### config.mk
export PLATFORM = sky130hd
export DESIGN_NAME = pipeline_hazard_ctrl
export DESIGN_NICKNAME = d
export VERILOG_FILES = /design/src/rtl/pipeline_hazard_ctrl.sv
export SDC_FILE = /design/constraint.sdc
export NUM_CORES = 1
export LEC_CHECK = 0
export ABC_AREA = 1
export CORE_ASPECT_RATIO = 1.25
export CORE_MARGIN = 3
export CORE_UTILIZATION = 45
export DETAILED_ROUTE_END_ITERATION = 10
export PLACE_DENSITY = 0.85
export SYNTH_ARGS = -nofsm -noshare
export SYNTH_HDL_FRONTEND = slang
export SYNTH_SLANG_ARGS = --single-unit
### constraint.sdc
create_clock -name clk -period 1.9 [get_ports clk]
set_input_delay 0.38 -clock clk [delete_from_list [all_inputs] [get_ports clk]]
set_output_delay 0.38 -clock clk [all_outputs]
set_load 0.01 [all_outputs]
### src/rtl/pipeline_hazard_ctrl.sv
// Stall/flush scheduler for the 5-stage pipeline.
// It drives the register enables and bubble-insert controls, sequences the
// multi-cycle multiplier, and counts the cycles in which the PC is held.
//
//   state    | meaning
//   RUN      | normal issue; a multi-cycle MUL arriving in EX starts a freeze
//   MUL_BUSY | MUL occupying EX; mul_cnt freeze cycles remain before release
module pipeline_hazard_ctrl #(
    parameter int MUL_CYCLES = 3,
    parameter int REG_AW     = 5
) (
    input  logic              clk,
    input  logic              reset,
    input  logic [REG_AW-1:0] id_ra,
    input  logic [REG_AW-1:0] id_rb,
    input  logic              id_rb_used,
    input  logic [REG_AW-1:0] ex_rd,
    input  logic [3:0]        ex_mem_read,
    input  logic              ex_is_mul,
    input  logic              ex_pcsrc,
    input  logic              mem_stall,
    output logic              pc_en,
    output logic              ifid_en,
    output logic              idex_en,
    output logic              exmem_en,
    output logic              memwb_en,
    output logic              ifid_flush,
    output logic              idex_flush,
    output logic              exmem_flush,
    output logic              mul_busy,
    output logic [31:0]       stall_count
);

    typedef enum logic {RUN, MUL_BUSY} state_t;

    // The first MUL cycle is spent in RUN and the release cycle in MUL_BUSY
    // with mul_cnt=0, so the counter is loaded with MUL_CYCLES-2.
    localparam logic       MUL_MULTI = (MUL_CYCLES > 1);
    localparam logic [3:0] MUL_LOAD  = MUL_MULTI ? 4'(MUL_CYCLES - 2) : 4'd0;

    state_t     state, state_nxt;
    logic [3:0] mul_cnt, mul_cnt_nxt;
    logic       load_use;
    logic       mul_freeze;

    assign load_use = (ex_mem_read != 4'd0) && (ex_rd != '0) &&
                      ((id_ra == ex_rd) || (id_rb_used && (id_rb == ex_rd)));

    assign mul_freeze = ((state == RUN) && ex_is_mul && MUL_MULTI) ||
                        ((state == MUL_BUSY) && (mul_cnt != 4'd0));

    // State and multiplier counter registers
    always_ff @(posedge clk) begin
        if (reset) begin
            state   <= RUN;
            mul_cnt <= 4'd0;
        end else begin
            state   <= state_nxt;
            mul_cnt <= mul_cnt_nxt;
        end
    end

    // Next-state and prioritised stall/flush decode
    always_comb begin
        state_nxt   = state;
        mul_cnt_nxt = mul_cnt;
        pc_en       = 1'b1;
        ifid_en     = 1'b1;
        idex_en     = 1'b1;
        exmem_en    = 1'b1;
        memwb_en    = 1'b1;
        ifid_flush  = 1'b0;
        idex_flush  = 1'b0;
        exmem_flush = 1'b0;
        mul_busy    = (state == MUL_BUSY);

        if (reset) begin
            ifid_flush  = 1'b1;
            idex_flush  = 1'b1;
            exmem_flush = 1'b1;
            mul_busy    = 1'b0;
        end else if (mem_stall) begin
            pc_en    = 1'b0;
            ifid_en  = 1'b0;
            idex_en  = 1'b0;
            exmem_en = 1'b0;
            memwb_en = 1'b0;
        end else begin
            if (mul_freeze) begin
                pc_en       = 1'b0;
                ifid_en     = 1'b0;
                idex_en     = 1'b0;
                exmem_flush = 1'b1;
            end else if (ex_pcsrc) begin
                ifid_flush = 1'b1;
                idex_flush = 1'b1;
            end else if (load_use) begin
                pc_en      = 1'b0;
                ifid_en    = 1'b0;
                idex_flush = 1'b1;
            end

            // A MUL still in EX during the release cycle must not retrigger,
            // which holds because the start condition is only checked in RUN.
            case (state)
                RUN: begin
                    if (ex_is_mul && MUL_MULTI) begin
                        state_nxt   = MUL_BUSY;
                        mul_cnt_nxt = MUL_LOAD;
                    end
                end
                MUL_BUSY: begin
                    if (mul_cnt != 4'd0) begin
                        mul_cnt_nxt = mul_cnt - 4'd1;
                    end else begin
                        state_nxt = RUN;
                    end
                end
                default: begin
                    state_nxt   = RUN;
                    mul_cnt_nxt = 4'd0;
                end
            endcase
        end
    end

    // Saturating count of cycles with the PC held
    always_ff @(posedge clk) begin
        if (reset) begin
            stall_count <= 32'd0;
        end else if (!pc_en && (stall_count != 32'hFFFF_FFFF)) begin
            stall_count <= stall_count + 32'd1;
        end
    end

endmodule

Word-level counts from Yosys, hierarchy flattened. Cells that the tools add are included.

Register bits after elaboration: 37. Bits of input ports: 25. Output and inout port bits: 41. Word-level logic and storage cells: 54.

Add/sub/neg operators: 2. Equality and inequality tests: 5. Muxes and demuxes: 29. Bitwise gates (word level): 2. Reductions and logical operators: 13.

Operator list (number): adder 32 x 1 -> 32 bit, second input constant (1); != test 32 bit, second input constant (1); two-way mux 1 bit (25); equality test 5 bit (2); two-way mux 4 bit (2); case mux 4 bit (2 select lines) (1); nonzero test 4 bit (2); logical AND 1 bit (6); nonzero test 5 bit (1); subtractor 4 x 1 -> 4 bit, second input constant (1); AND reduction 3 bit (1); logical OR 1 bit (2); != test 2 x 1 -> 1 bit, second input constant (1); != test 2 bit, second input constant (1); NOT 1 bit (2); case mux 1 bit (2 select lines) (1); zero test 1 bit (1).

Longest topological paths before layout. Gate-level depths: netlist of run 1.

Depth in word-level cells: 11. Depth in mapped cells: 12. Depth with buffers taken out: 11.

Worst setup path before layout of run 1. Ideal clock, no wire load.

Kind: reg2out. Start: register mul_cnt[0]. End: output pc_en. Arrival: 1.683 ns. Required time: 1.520 ns. Setup slack: -0.163 ns. Cell stages (with the launch flop): 11. Buffers on the path: 2. Cells stage by stage: dfxtp_1 > inv_1 > ha_1 > nand3_1 > o21ai_1 > inv_1 > o21ai_1 > nand2_2 > clkbuf_1 > inv_1 > buf_4.

Longest elaborated chain between the ends: 6.

Ends and longest elaborated chain: from (decl) (RTL line 42) `logic [3:0] mul_cnt, mul_cnt_nxt;`; from (signal assigned) (RTL line 59) `mul_cnt <= mul_cnt_nxt;`; nonzero test 4 bit (RTL line 50) `((state == MUL_BUSY) && (mul_cnt != 4'd0));`; logical AND 1 bit (RTL line 50); logical OR 1 bit (RTL line 49) `assign mul_freeze = ((state == RUN) && ex_is_mul && MUL_MULTI) ||`; two-way mux 1 bit (3 in series); to (decl) (RTL line 22) `output logic pc_en,`.

No other way between the ends.

Worst setup path in the final report of run 1.
Start: register mul_cnt[0]. End: output idex_flush.

Longest elaborated chain between the ends: 6.

Ends and longest elaborated chain: nonzero test 4 bit (RTL line 50); logical AND 1 bit (RTL line 50); logical OR 1 bit (RTL line 49); two-way mux 1 bit (RTL line 89) `if (mul_freeze) begin`; two-way mux 1 bit (RTL line 82) `end else if (mem_stall) begin`; two-way mux 1 bit (RTL line 77) `if (reset) begin`; to (decl) (RTL line 28) `output logic idex_flush,`.

No other way between the ends.

==> summary.md, run 1 <==
| Metric | Value |
|---|---|
| Die ar. | 0.00664 mm^2 |
| Routed WL | 8.03 mm |
| ANT nets after route | 0 |
| Req. time, crit path | 1.52 ns |
| CP endpoint kind | output pin |
| Pre-CTS setup slack | -0.569 ns |
| RR Endpoint | stall_count[11] |
| Clock skew | 0.00884 ns |
| Worst skew pair latency | 0.30 ns |
| Min-delay src | mem_stall |
| Pwr per Cell Area | 538 mW/mm^2 |
| Detailed placement HPWL | 6.04 mm |
| Worst-Margin Slew | 0.431 ns |
| Area growth, synth to finish | 42.8% |
| Hold Path Depth | 3 |
| Pleak | 1.49 nW |
| Main area contributors after synthesis | dfxtp_1 29%, nand2_1 21%, nand3_1 8.6% |
| # rows | 30 |
| Max H-tree Level | 2 |
| Max IR drop VDD | 0.431 mV |
| Post-Synthesis Cell Area | 0.00256 mm^2 |
| Chip height | 90.3 um |
| Hold Vio Cnt, Final | 0 |
| Clock tree buffer depth | 2 |
| Max-cap viol count | 0 |
| Syn Area/Cell | 5.98 um^2 |
| # port buffers | 65 |
| Slew Viols, Final | 0 |
| Register area | 751 um^2 |
| RR Startpoint | mul_cnt[0] |
| Slew headroom | 71.1% |
| CP max FO | 3 |
| Top Ports | 66 |
| Hold EP | state |
| Tot Pwr | 0.00197 W |
| Failing checks | negative setup slack |
| #FFs+latches synth | 37 |
| Root Buffer | clkbuf_8 |
| Final Worst Setup Slack | -0.0427 ns |
| Gr usage total | 25.2% |
| First-pass GRT wire length | 13.5 mm |
| Syn Inst Count | 428 |
| Final min period | 1.94 ns |
| Synth area leader | dfxtp_1 |
| Grt ovf | 0 |
| Residual DRC | 0 |
| Final net count | 541 |
| Multi-input gate area | 0.00164 mm^2 |
| Largest net degree at the start of global routing | 32 |
| Sink Count | 37 |
| Final setup violation count | 4 |
| Yosys warnings | 0 |
| Pre-antenna DRT Iters | 4 |
| RD Place Congestion | 0.998 |
| CP Class | flop to output pin |
| Hold Buf Count CTS | 0 |
| Min-delay worst type | input port to flop |
| Peak Freq | 515 MHz |
| Layout fillers | 502 |
| Data arrival, critical path | 1.56 ns |
| Worst R2R Setup Slack | 0.13 ns |
| CP startpoint | mul_cnt[0] |
| Crit path launch type | flop |
| Starting Density | 46.7% |
| Detailed-route via count | 3142 |
| Clk pin slew, worst setup/hold paths | 0.08 ns |
| Vias per inst | 5.43 |
| TritonCTS clock tree | built |
| CTS buffer count | 5 |
| Fin crit share | 102% |
| Wire per inst | 13.9 um |
| Vias in the first global route | 3119 |
| Top-area cell type share of the netlist area | 28.9% |
| Reg2reg path depth | 12 |
| Setup TNS | -0.0675 ns |
| Die width | 73.5 um |
| Final antenna diode count | 0 |
| Iteration-0 DRC Markers | 252 |
| CORE AREA | 0.00548 mm^2 |
| Synth cell types | 28 |
| Worst hold slack | 0.498 ns |
| Initial antenna violation count | 0 |
| RSZ-0062 raised after global routing | yes |
| Status | finished, violations left |
| Syn Nets | 455 |
| Fraction of layout cells with a size suffix above 1 | 15.5% |
| Post-synthesis sequential area ratio | 28.9% |
==> what timing repair did <==
item                       CTS  global route
cloned                       0             0
gates resized for setup     60            27
pin swaps                   14             3
setup endpoints to repair   39            38
buffers inserted             1             4
==> synth_stat cells (all sizes together) <==
cell type  number
nand2         143
nor2           56
nand3          45
inv            44
dfxtp          37
a21oi          35
xor2           13
nand4          10
clkbuf          9
nor3            7
xnor2           7
buf             6
o21ai           6
nand3b          5
ha              2
a31oi           1
nor4            1
o32ai           1
==> final cells by class <==
type	instances	area share [%]
repair buffers	94	24.1
inverters	44	4.59
multi-input cells	332	44.9
clock buffers	5	1.88
clock inverters	3	1.78
well taps	64	2.19
flip-flops and latches	37	20.5
==> flip-flops by register name, summed over array words and instances, names as in the netlist <==
name	cells
stall_count	32
state	1
mul_cnt	4
==> critical path, cell delays in order (launching register included) <==
cell,delay [ns]
dfxtp_2,0.33
inv_2,0.06
ha_4,0.13
nand3_2,0.08
o21ai_2,0.09
inv_2,0.07
o21ai_4,0.20
inv_2,0.06
a21oi_2,0.11
buf_2,0.14
==> per-stage QoR <==
stage | cells | utilization, % | area, um^2
after detailed placement | 566 | 62.0 | 3400
final | 579 | 66.7 | 3660
after floorplan | 428 | - | 2570
after global routing | 579 | 66.7 | 3660
after CTS | 575 | 64.6 | 3540
after global placement | 566 | 62.0 | 3400
==> worst max-delay path by stage <==
stage,end,slack (ns),cells past startpoint
2_1_floorplan,pc_en,0.03,10
3_3_place_gp,idex_flush,-0.55,10
3_5_place_dp,idex_flush,-0.57,10
4_1_cts,idex_flush,-0.05,9
5_1_grt,idex_flush,-0.13,9
6_report,idex_flush,-0.04,9
==> cells in the final DEF (no fill, tap or decap), drive strengths merged, types with 2 or more instances in the layout <==
| cell type | count |
|---|---|
| clkbuf | 5 |
| nand2 | 143 |
| xor2 | 13 |
| a21oi | 35 |
| xnor2 | 7 |
| nand4 | 10 |
| ha | 2 |
| clkdlybuf4s50 | 39 |
| nor3 | 7 |
| inv | 44 |
| nor2 | 56 |
| o21ai | 6 |
| nand3b | 5 |
| dlygate4sd2 | 19 |
| buf | 34 |
| dfxtp | 37 |
| nand3 | 45 |
| bufinv | 2 |
==> per-layer routing <==
metal | global-route usage [%] | wire length (um) | up-vias
met5 | 0 | 0 | -
li1 | - | - | 1542
met1 | 27.3 | 2920 | 1450
met4 | 12.1 | 268 | 0
met3 | 5.35 | 495 | 23
met2 | 44.6 | 4340 | 127
==> cells by family after synthesis <==
| group | after synthesis | share of synthesized area [%] |
|---|---|---|
| buffers and inverters | 59 | 9.82 |
| AO/OA/AOI/OAI | 43 | 8.60 |
| XOR/XNOR | 20 | 6.84 |
| AND/OR/NAND/NOR | 267 | 44.8 |
| adder cells (fa/ha/maj) | 2 | 0.977 |
| flip-flops | 37 | 28.9 |
==> report_power, final <==
group / internal, W / leakage, nW / switching (W)
clock network: 0.000522 / 0.0681 / 0.000297
logic: 0.000167 / 1.12 / 0.000181
registers: 0.000790 / 0.303 / 0.0000103
(Power assumes the default switching activity.)
==> run 2: changes to the inputs <==
- CORE_MARGIN: 3 -> 4
==> run 2 against run 1 <==
The flow still finishes with violations (negative setup slack). Maximum frequency increased by 2.2%. Worst hold slack worse by 0.0037 ns. Final cell count rose by 0.86%. Via count down 1.4%. Highest routed layer unchanged. Critical path type unchanged.
==> summary.md, run 2 (synthesized netlist as in run 1, its figures left out) <==
| Metric | Value |
|---|---|
| Setup TNS | -0.000451 ns (was -0.0675 ns) |
| ANT nets after route | 0 (unchanged) |
| Pre-antenna DRT Iters | 5 (was 4) |
| Detailed placement HPWL | 5.93 mm (was 6.04 mm) |
| Clock tree buffer depth | 2 (unchanged) |
| # rows | 30 (unchanged) |
| Iteration-0 DRC Markers | 286 (was 252) |
| Hold Vio Cnt, Final | 0 (unchanged) |
| Final setup violation count | 2 (was 4) |
| Clock skew | 0.00443 ns (was 0.00884 ns) |
| RSZ-0062 raised after global routing | yes (unchanged) |
| Gr usage total | 22.5% (was 25.2%) |
| Pwr per Cell Area | 484 mW/mm^2 (was 538 mW/mm^2) |
| Routed WL | 7.64 mm (was 8.03 mm) |
| Clk pin slew, worst setup/hold paths | 0.08 ns (about the same) |
| Min-delay src | stall_count[4] (was mem_stall) |
| Sink Count | 37 (unchanged) |
| Final instance area | 0.00363 mm^2 (was 0.00366 mm^2) |
| # port buffers | 65 (unchanged) |
| Slew Viols, Final | 0 (unchanged) |
| Failing checks | negative setup slack (unchanged) |
| Max H-tree Level | 2 (unchanged) |
| First-pass GRT wire length | 12.4 mm (was 13.5 mm) |
| CP Class | flop to output pin (unchanged) |
| CORE AREA | 0.00548 mm^2 (unchanged) |
| Fraction of layout cells with a size suffix above 1 | 15.0% (was 15.5%) |
| CP max FO | 3 (unchanged) |
| Worst R2R Setup Slack | 0.16 ns (was 0.13 ns) |
| Fin crit share | 100% (was 102%) |
| Chip height | 92.3 um (was 90.3 um) |
| Starting Density | 46.7% (unchanged) |
| Grt ovf | 0 (unchanged) |
| Data arrival, critical path | 1.52 ns (was 1.56 ns) |
| Top Ports | 66 (unchanged) |
| Slew headroom | 75.1% (was 71.1%) |
| TritonCTS clock tree | built (unchanged) |
| Worst skew pair latency | 0.29 ns (was 0.30 ns) |
| Hold EP | stall_count[4] (was state) |
| Largest net degree at the start of global routing | 32 (unchanged) |
| CTS buffer count | 5 (unchanged) |
| Status | finished, violations left (unchanged) |
| Final Worst Setup Slack | -0.000282 ns (was -0.0427 ns) |
| Top reg by flops | stall_count (unchanged) |
| Final net count | 546 (was 541) |
| Hold Buf Count CTS | 0 (unchanged) |
| Final antenna diode count | 0 (unchanged) |
| Largest regs | stall_count: 32 flops, mul_cnt: 4 flops, state: 1 flops (unchanged) |
| RR Endpoint | stall_count[25] (was stall_count[11]) |
| Post-DP Area | 0.00342 mm^2 (was 0.00340 mm^2) |
| RR Startpoint | stall_count[5] (was mul_cnt[0]) |
| Max-cap viol count | 0 (unchanged) |
| Most frequent cells in the layout | 138 x nand2_1, 53 x nor2_1, 42 x nand3_1, 40 x clkdlybuf4s50_1, 37 x inv_1 (was 137 x nand2_1, 53 x nor2_1, 42 x nand3_1, 39 x clkdlybuf4s50_1, 36 x inv_1) |
| Vias in the first global route | 2825 (was 3119) |
| Pleak | 1.50 nW (was 1.49 nW) |
| Req. time, crit path | 1.52 ns (about the same) |
| Residual DRC | 0 (unchanged) |
| Root Buffer | clkbuf_8 (unchanged) |
| Vias per inst | 5.30 (was 5.43) |
| CP endpoint kind | output pin (unchanged) |
| Peak Freq | 526 MHz (was 515 MHz) |
| Die ar. | 0.00697 mm^2 (was 0.00664 mm^2) |
| Area growth, synth to finish | 41.8% (was 42.8%) |
| Commonest non-fill, non-tap cell in the layout | nand2_1 (unchanged) |
| Min-delay worst type | flop to flop (was input port to flop) |
| Wire per inst | 13.1 um (was 13.9 um) |
| Final min period | 1.90 ns (was 1.94 ns) |
| RD Place Congestion | 1.01 (was 0.998) |
| Die width | 75.5 um (was 73.5 um) |
| Initial antenna violation count | 0 (unchanged) |
| Reg2reg path depth | 8 (was 12) |
| Largest register FFs | 32 (unchanged) |
| Crit path launch type | flop (unchanged) |
| Hold Path Depth | 2 (was 3) |
| Max IR drop VDD | 0.250 mV (was 0.431 mV) |
| Worst-Margin Slew | 0.370 ns (was 0.431 ns) |
| Detailed-route via count | 3098 (was 3142) |
## run 2: cell count changes in the layout (fill, tap and decap cells not counted), moves of 2 or more
| cell | delta |
|---|---|
| clkbuf_8 | +2 |
| dfxtp_1 | +4 |
| buf_4 | +6 |
| bufinv_16 | -2 |
| dlygate4sd2_1 | -2 |
| buf_8 | -2 |
| dfxtp_2 | -4 |
## run 2: area by class of cell
type | instances | area (um^2)
clock buffers | 7 | 96.3
clock inverters | 1 | 5.00
fillers | 513 | 1850
repair buffers | 99 | 905
inverters | 44 | 168
flip-flops and latches | 37 | 746
well taps | 64 | 80.1
multi-input cells | 332 | 1630
## run 2: worst max-delay path by stage
stage               startpoint          to  slack [ns]  depth (start not counted)
finish              mul_cnt[0]       pc_en     -0.0003                         10
global route        mul_cnt[0]  idex_flush       -0.07                          9
CTS                 mul_cnt[1]       pc_en       -0.11                         11
detailed placement    ex_rd[0]  idex_flush       -0.56                         10
global placement      ex_rd[0]     ifid_en       -0.52                         11
floorplan           mul_cnt[0]       pc_en        0.03                         10
## run 2: power breakdown
group	internal, W	total [W]	switching [W]
Combinational	0.000171	0.000348	0.000177
Clock	0.000328	0.000609	0.000281
Sequential	0.000790	0.000800	0.0000108
## run 2: per-stage QoR
stage / std cells / power [W] / hold WS, ns / util [%] / worst slack (ns)
global placement: 569 / 0.00112 / 0.493 / 62.4 / -0.519
CTS: 582 / 0.00175 / 0.519 / 65.0 / -0.113
finish: 584 / 0.00176 / 0.494 / 66.3 / -0.000282
global route: 584 / 0.00184 / 0.523 / 66.3 / -0.0743
floorplan: 428 / 0.000972 / 0.449 / - / 0.0285
detailed placement: 569 / 0.00113 / 0.501 / 62.4 / -0.562
## run 2: what timing repair did
item,4_1_cts,5_1_grt
gates resized for setup,57,21
setup buffers,5,3
setup endpoints to repair,40,38
pin swaps,9,6
endpoints found under the hold margin,0,0
## run 2: routing by layer
layer  GRT usage, %  share of wire, %  vias up
li1               -                 -     1546
met5              0                 0        -
met1           24.8                38     1402
met2           41.4                52      127
met4           7.29               2.9        0
met3           4.34               6.5       23
## run 2: critical path, cell delays in order (launching register included)
cell     delay, ns
dfxtp_2       0.34
inv_2         0.07
ha_4          0.13
nand3_2       0.07
o21ai_2       0.08
inv_2         0.06
o21ai_4       0.14
buf_6         0.12
nand2_4       0.07
inv_4         0.06
buf_6         0.09
==> run 3: changes to the inputs <==
- CORE_UTILIZATION: 45 -> 53
- PLACE_DENSITY: 0.85 -> 0.94
- clock period: 1.9 -> 2.3 ns (I/O delays scaled with it)
==> run 3 against run 2 <==
Worst hold slack got worse by 0.0041 ns. Critical path type is now input port to output pin. Final cell count fell by 3.8%. Count of clock-buffer cells in the layout fell by 2. The run now ends clean. Global-route usage rose by 2.2 points. Non-clock buffer count fell by 18. Sequential share of layout area rose by 1.2 points.
==> summary.md, run 3 (synthesized netlist as in run 1, its figures left out) <==
| Metric | Value |
|---|---|
| Clock skew | 0.00676 ns (was 0.00443 ns) |
| CP Class | input port to output pin (was flop to output pin) |
| Pre-antenna DRT Iters | 4 (was 5) |
| Min-delay worst type | flop to flop (unchanged) |
| CORE AREA | 0.00469 mm^2 (was 0.00548 mm^2) |
| Status | complete, no violations (was finished, violations left) |
| Fraction of layout cells with a size suffix above 1 | 8.76% (was 15.0%) |
| Top Ports | 66 (unchanged) |
| Most frequent cells in the layout | 139 x nand2_1, 54 x nor2_1, 54 x clkdlybuf4s50_1, 44 x nand3_1, 40 x inv_1 (was 138 x nand2_1, 53 x nor2_1, 42 x nand3_1, 40 x clkdlybuf4s50_1, 37 x inv_1) |
| Sink Count | 37 (unchanged) |
| Root Buffer | clkbuf_8 (unchanged) |
| CTS buffer count | 5 (unchanged) |
| Vias in the first global route | 2936 (was 2825) |
| Top reg by flops | stall_count (unchanged) |
| # port buffers | 65 (unchanged) |
| Initial antenna violation count | 0 (unchanged) |
| DR top layer | met4 (unchanged) |
| Die ar. | 0.00601 mm^2 (was 0.00697 mm^2) |
| Detailed placement HPWL | 5.57 mm (was 5.93 mm) |
| Routed met1 length | 2.73 mm (was 2.93 mm) |
| Wire per inst | 12.8 um (was 13.1 um) |
| Core occupancy in the finished layout | 72.5% (was 66.3%) |
| Max IR drop VDD | 0.337 mV (was 0.250 mV) |
| Final setup violation count | 0 (was 2) |
| Final net count | 528 (was 546) |
| Post-DP Area | 0.00333 mm^2 (was 0.00342 mm^2) |
| Clock tree buffer depth | 2 (unchanged) |
| Worst R2R Setup Slack | 0.31 ns (was 0.16 ns) |
| ANT nets after route | 0 (unchanged) |
| Final min period | 2.21 ns |
| First-pass GRT wire length | 12.3 mm (was 12.4 mm) |
| Iteration-0 DRC Markers | 179 (was 286) |
| Grt ovf | 0 (unchanged) |
| Peak Freq | 452 MHz |
| RR Startpoint | stall_count[0] (was stall_count[5]) |
| Met3 wire length | 540 um (was 495 um) |
| # rows | 28 (was 30) |
| Max-cap viol count | 0 (unchanged) |
| Crit path launch type | input port (was flop) |
| CP max FO | 4 (was 3) |
| Worst hold slack | 0.490 ns (was 0.494 ns) |
| CP endpoint kind | output pin (unchanged) |
| Slew headroom | 65.7% (was 75.1%) |
| Vias per inst | 5.33 (was 5.30) |
| RSZ-0062 raised after global routing | no (was yes) |
| Largest regs | stall_count: 32 flops, mul_cnt: 4 flops, state: 1 flops (unchanged) |
| Clk pin slew, worst setup/hold paths | 0.08 ns (about the same) |
| Largest register FFs | 32 (unchanged) |
| Worst skew pair latency | 0.29 ns (about the same) |
| Max H-tree Level | 2 (unchanged) |
| Gr usage total | 24.7% (was 22.5%) |
| Hold Vio Cnt, Final | 0 (unchanged) |
| Pleak | 1.35 nW (was 1.50 nW) |
| WL met2 | 3.62 mm (was 3.99 mm) |
| Final antenna diode count | 0 (unchanged) |
| Pwr per Cell Area | 398 mW/mm^2 (was 484 mW/mm^2) |
| CP startpoint | reset (was mul_cnt[0]) |
| Worst-Margin Slew | 0.511 ns (was 0.370 ns) |
| Routed WL | 7.18 mm (was 7.64 mm) |
| Starting Density | 54.5% (was 46.7%) |
| Area growth, synth to finish | 33.0% (was 41.8%) |
| RD Place Congestion | 0.995 (was 1.01) |
| Final instance area | 0.00341 mm^2 (was 0.00363 mm^2) |
| RR Endpoint | stall_count[16] (was stall_count[25]) |
| Req. time, crit path | 1.84 ns (was 1.52 ns) |
| Fin crit share | 96.2% |
| Largest net degree at the start of global routing | 35 (was 32) |
| Data arrival, critical path | 1.75 ns (was 1.52 ns) |
| Chip height | 85.7 um (was 92.3 um) |
| Worst Setup EP | memwb_en (was pc_en) |
| Tot Pwr | 0.00135 W (was 0.00176 W) |
| Detailed-route via count | 2993 (was 3098) |
| Residual DRC | 0 (unchanged) |
| Slew Viols, Final | 0 (unchanged) |
| Die width | 70.2 um (was 75.5 um) |
| Commonest non-fill, non-tap cell in the layout | nand2_1 (unchanged) |
| TritonCTS clock tree | built (unchanged) |
| Reg2reg path depth | 10 (was 8) |
-- run 3: timing repair --
action / CTS / global route
hold buffers: 0 / 0
setup buffers: 0 / 0
endpoints found under the setup margin: 6 / 7
resized for setup: 15 / 11
gates cloned: 0 / 0
pin swaps: 1 / 1
-- run 3: worst min-delay path by stage --
stage	from	endpoint	slack, ns	cells past startpoint
2_1_floorplan	mul_cnt[0]	mul_cnt[0]	0.45	1
3_3_place_gp	mul_cnt[2]	mul_cnt[2]	0.47	2
3_5_place_dp	mul_cnt[2]	mul_cnt[2]	0.48	2
4_1_cts	mul_cnt[2]	mul_cnt[2]	0.49	2
5_1_grt	mul_cnt[2]	mul_cnt[2]	0.54	2
6_report	mul_cnt[2]	mul_cnt[2]	0.49	2
-- run 3: layout make-up --
cell class	instances	area (um^2)
Clock inverter	3	17.5
Multi-Input combinational cell	332	1580
Clock buffer	5	68.8
Timing Repair Buffer	81	758
Tap cell	60	75.1
Fill cell	416	1290
Inverter	44	165
Sequential cell	37	741
-- run 3: metrics by stage --
| stage | setup slack [ns] | std cells | setup TNS (ns) |
|---|---|---|---|
| floorplan | 0.157 | 428 | 0 |
| global placement | -0.274 | 554 | -4.85 |
| detailed placement | -0.279 | 554 | -6.10 |
| CTS | 0.0201 | 562 | 0 |
| global route | 0.0137 | 562 | 0 |
| finish | 0.0864 | 562 | 0 |
-- run 3: worst max-delay path: stages --
cell and delay, ns:
clkdlybuf4s50_1 0.47, inv_1 0.07, buf_4 0.14, nand2_1 0.07, clkdlybuf4s50_1 0.54
-- run 3: report_power, final --
group | switching, W | leakage [nW] | total (W) | internal (W)
Sequential | 0.0000117 | 0.299 | 0.000663 | 0.000652
Clock | 0.000250 | 0.0439 | 0.000459 | 0.000209
Combinational | 0.000121 | 1.01 | 0.000231 | 0.000111
-- run 3: layer usage --
| metal | track usage [%] | vias to the layer above |
|---|---|---|
| met3 | 5.51 | 24 |
| met1 | 26.2 | 1343 |
| li1 | - | 1510 |
| met2 | 45.3 | 116 |
| met5 | 0 | - |
| met4 | 12.7 | 0 |
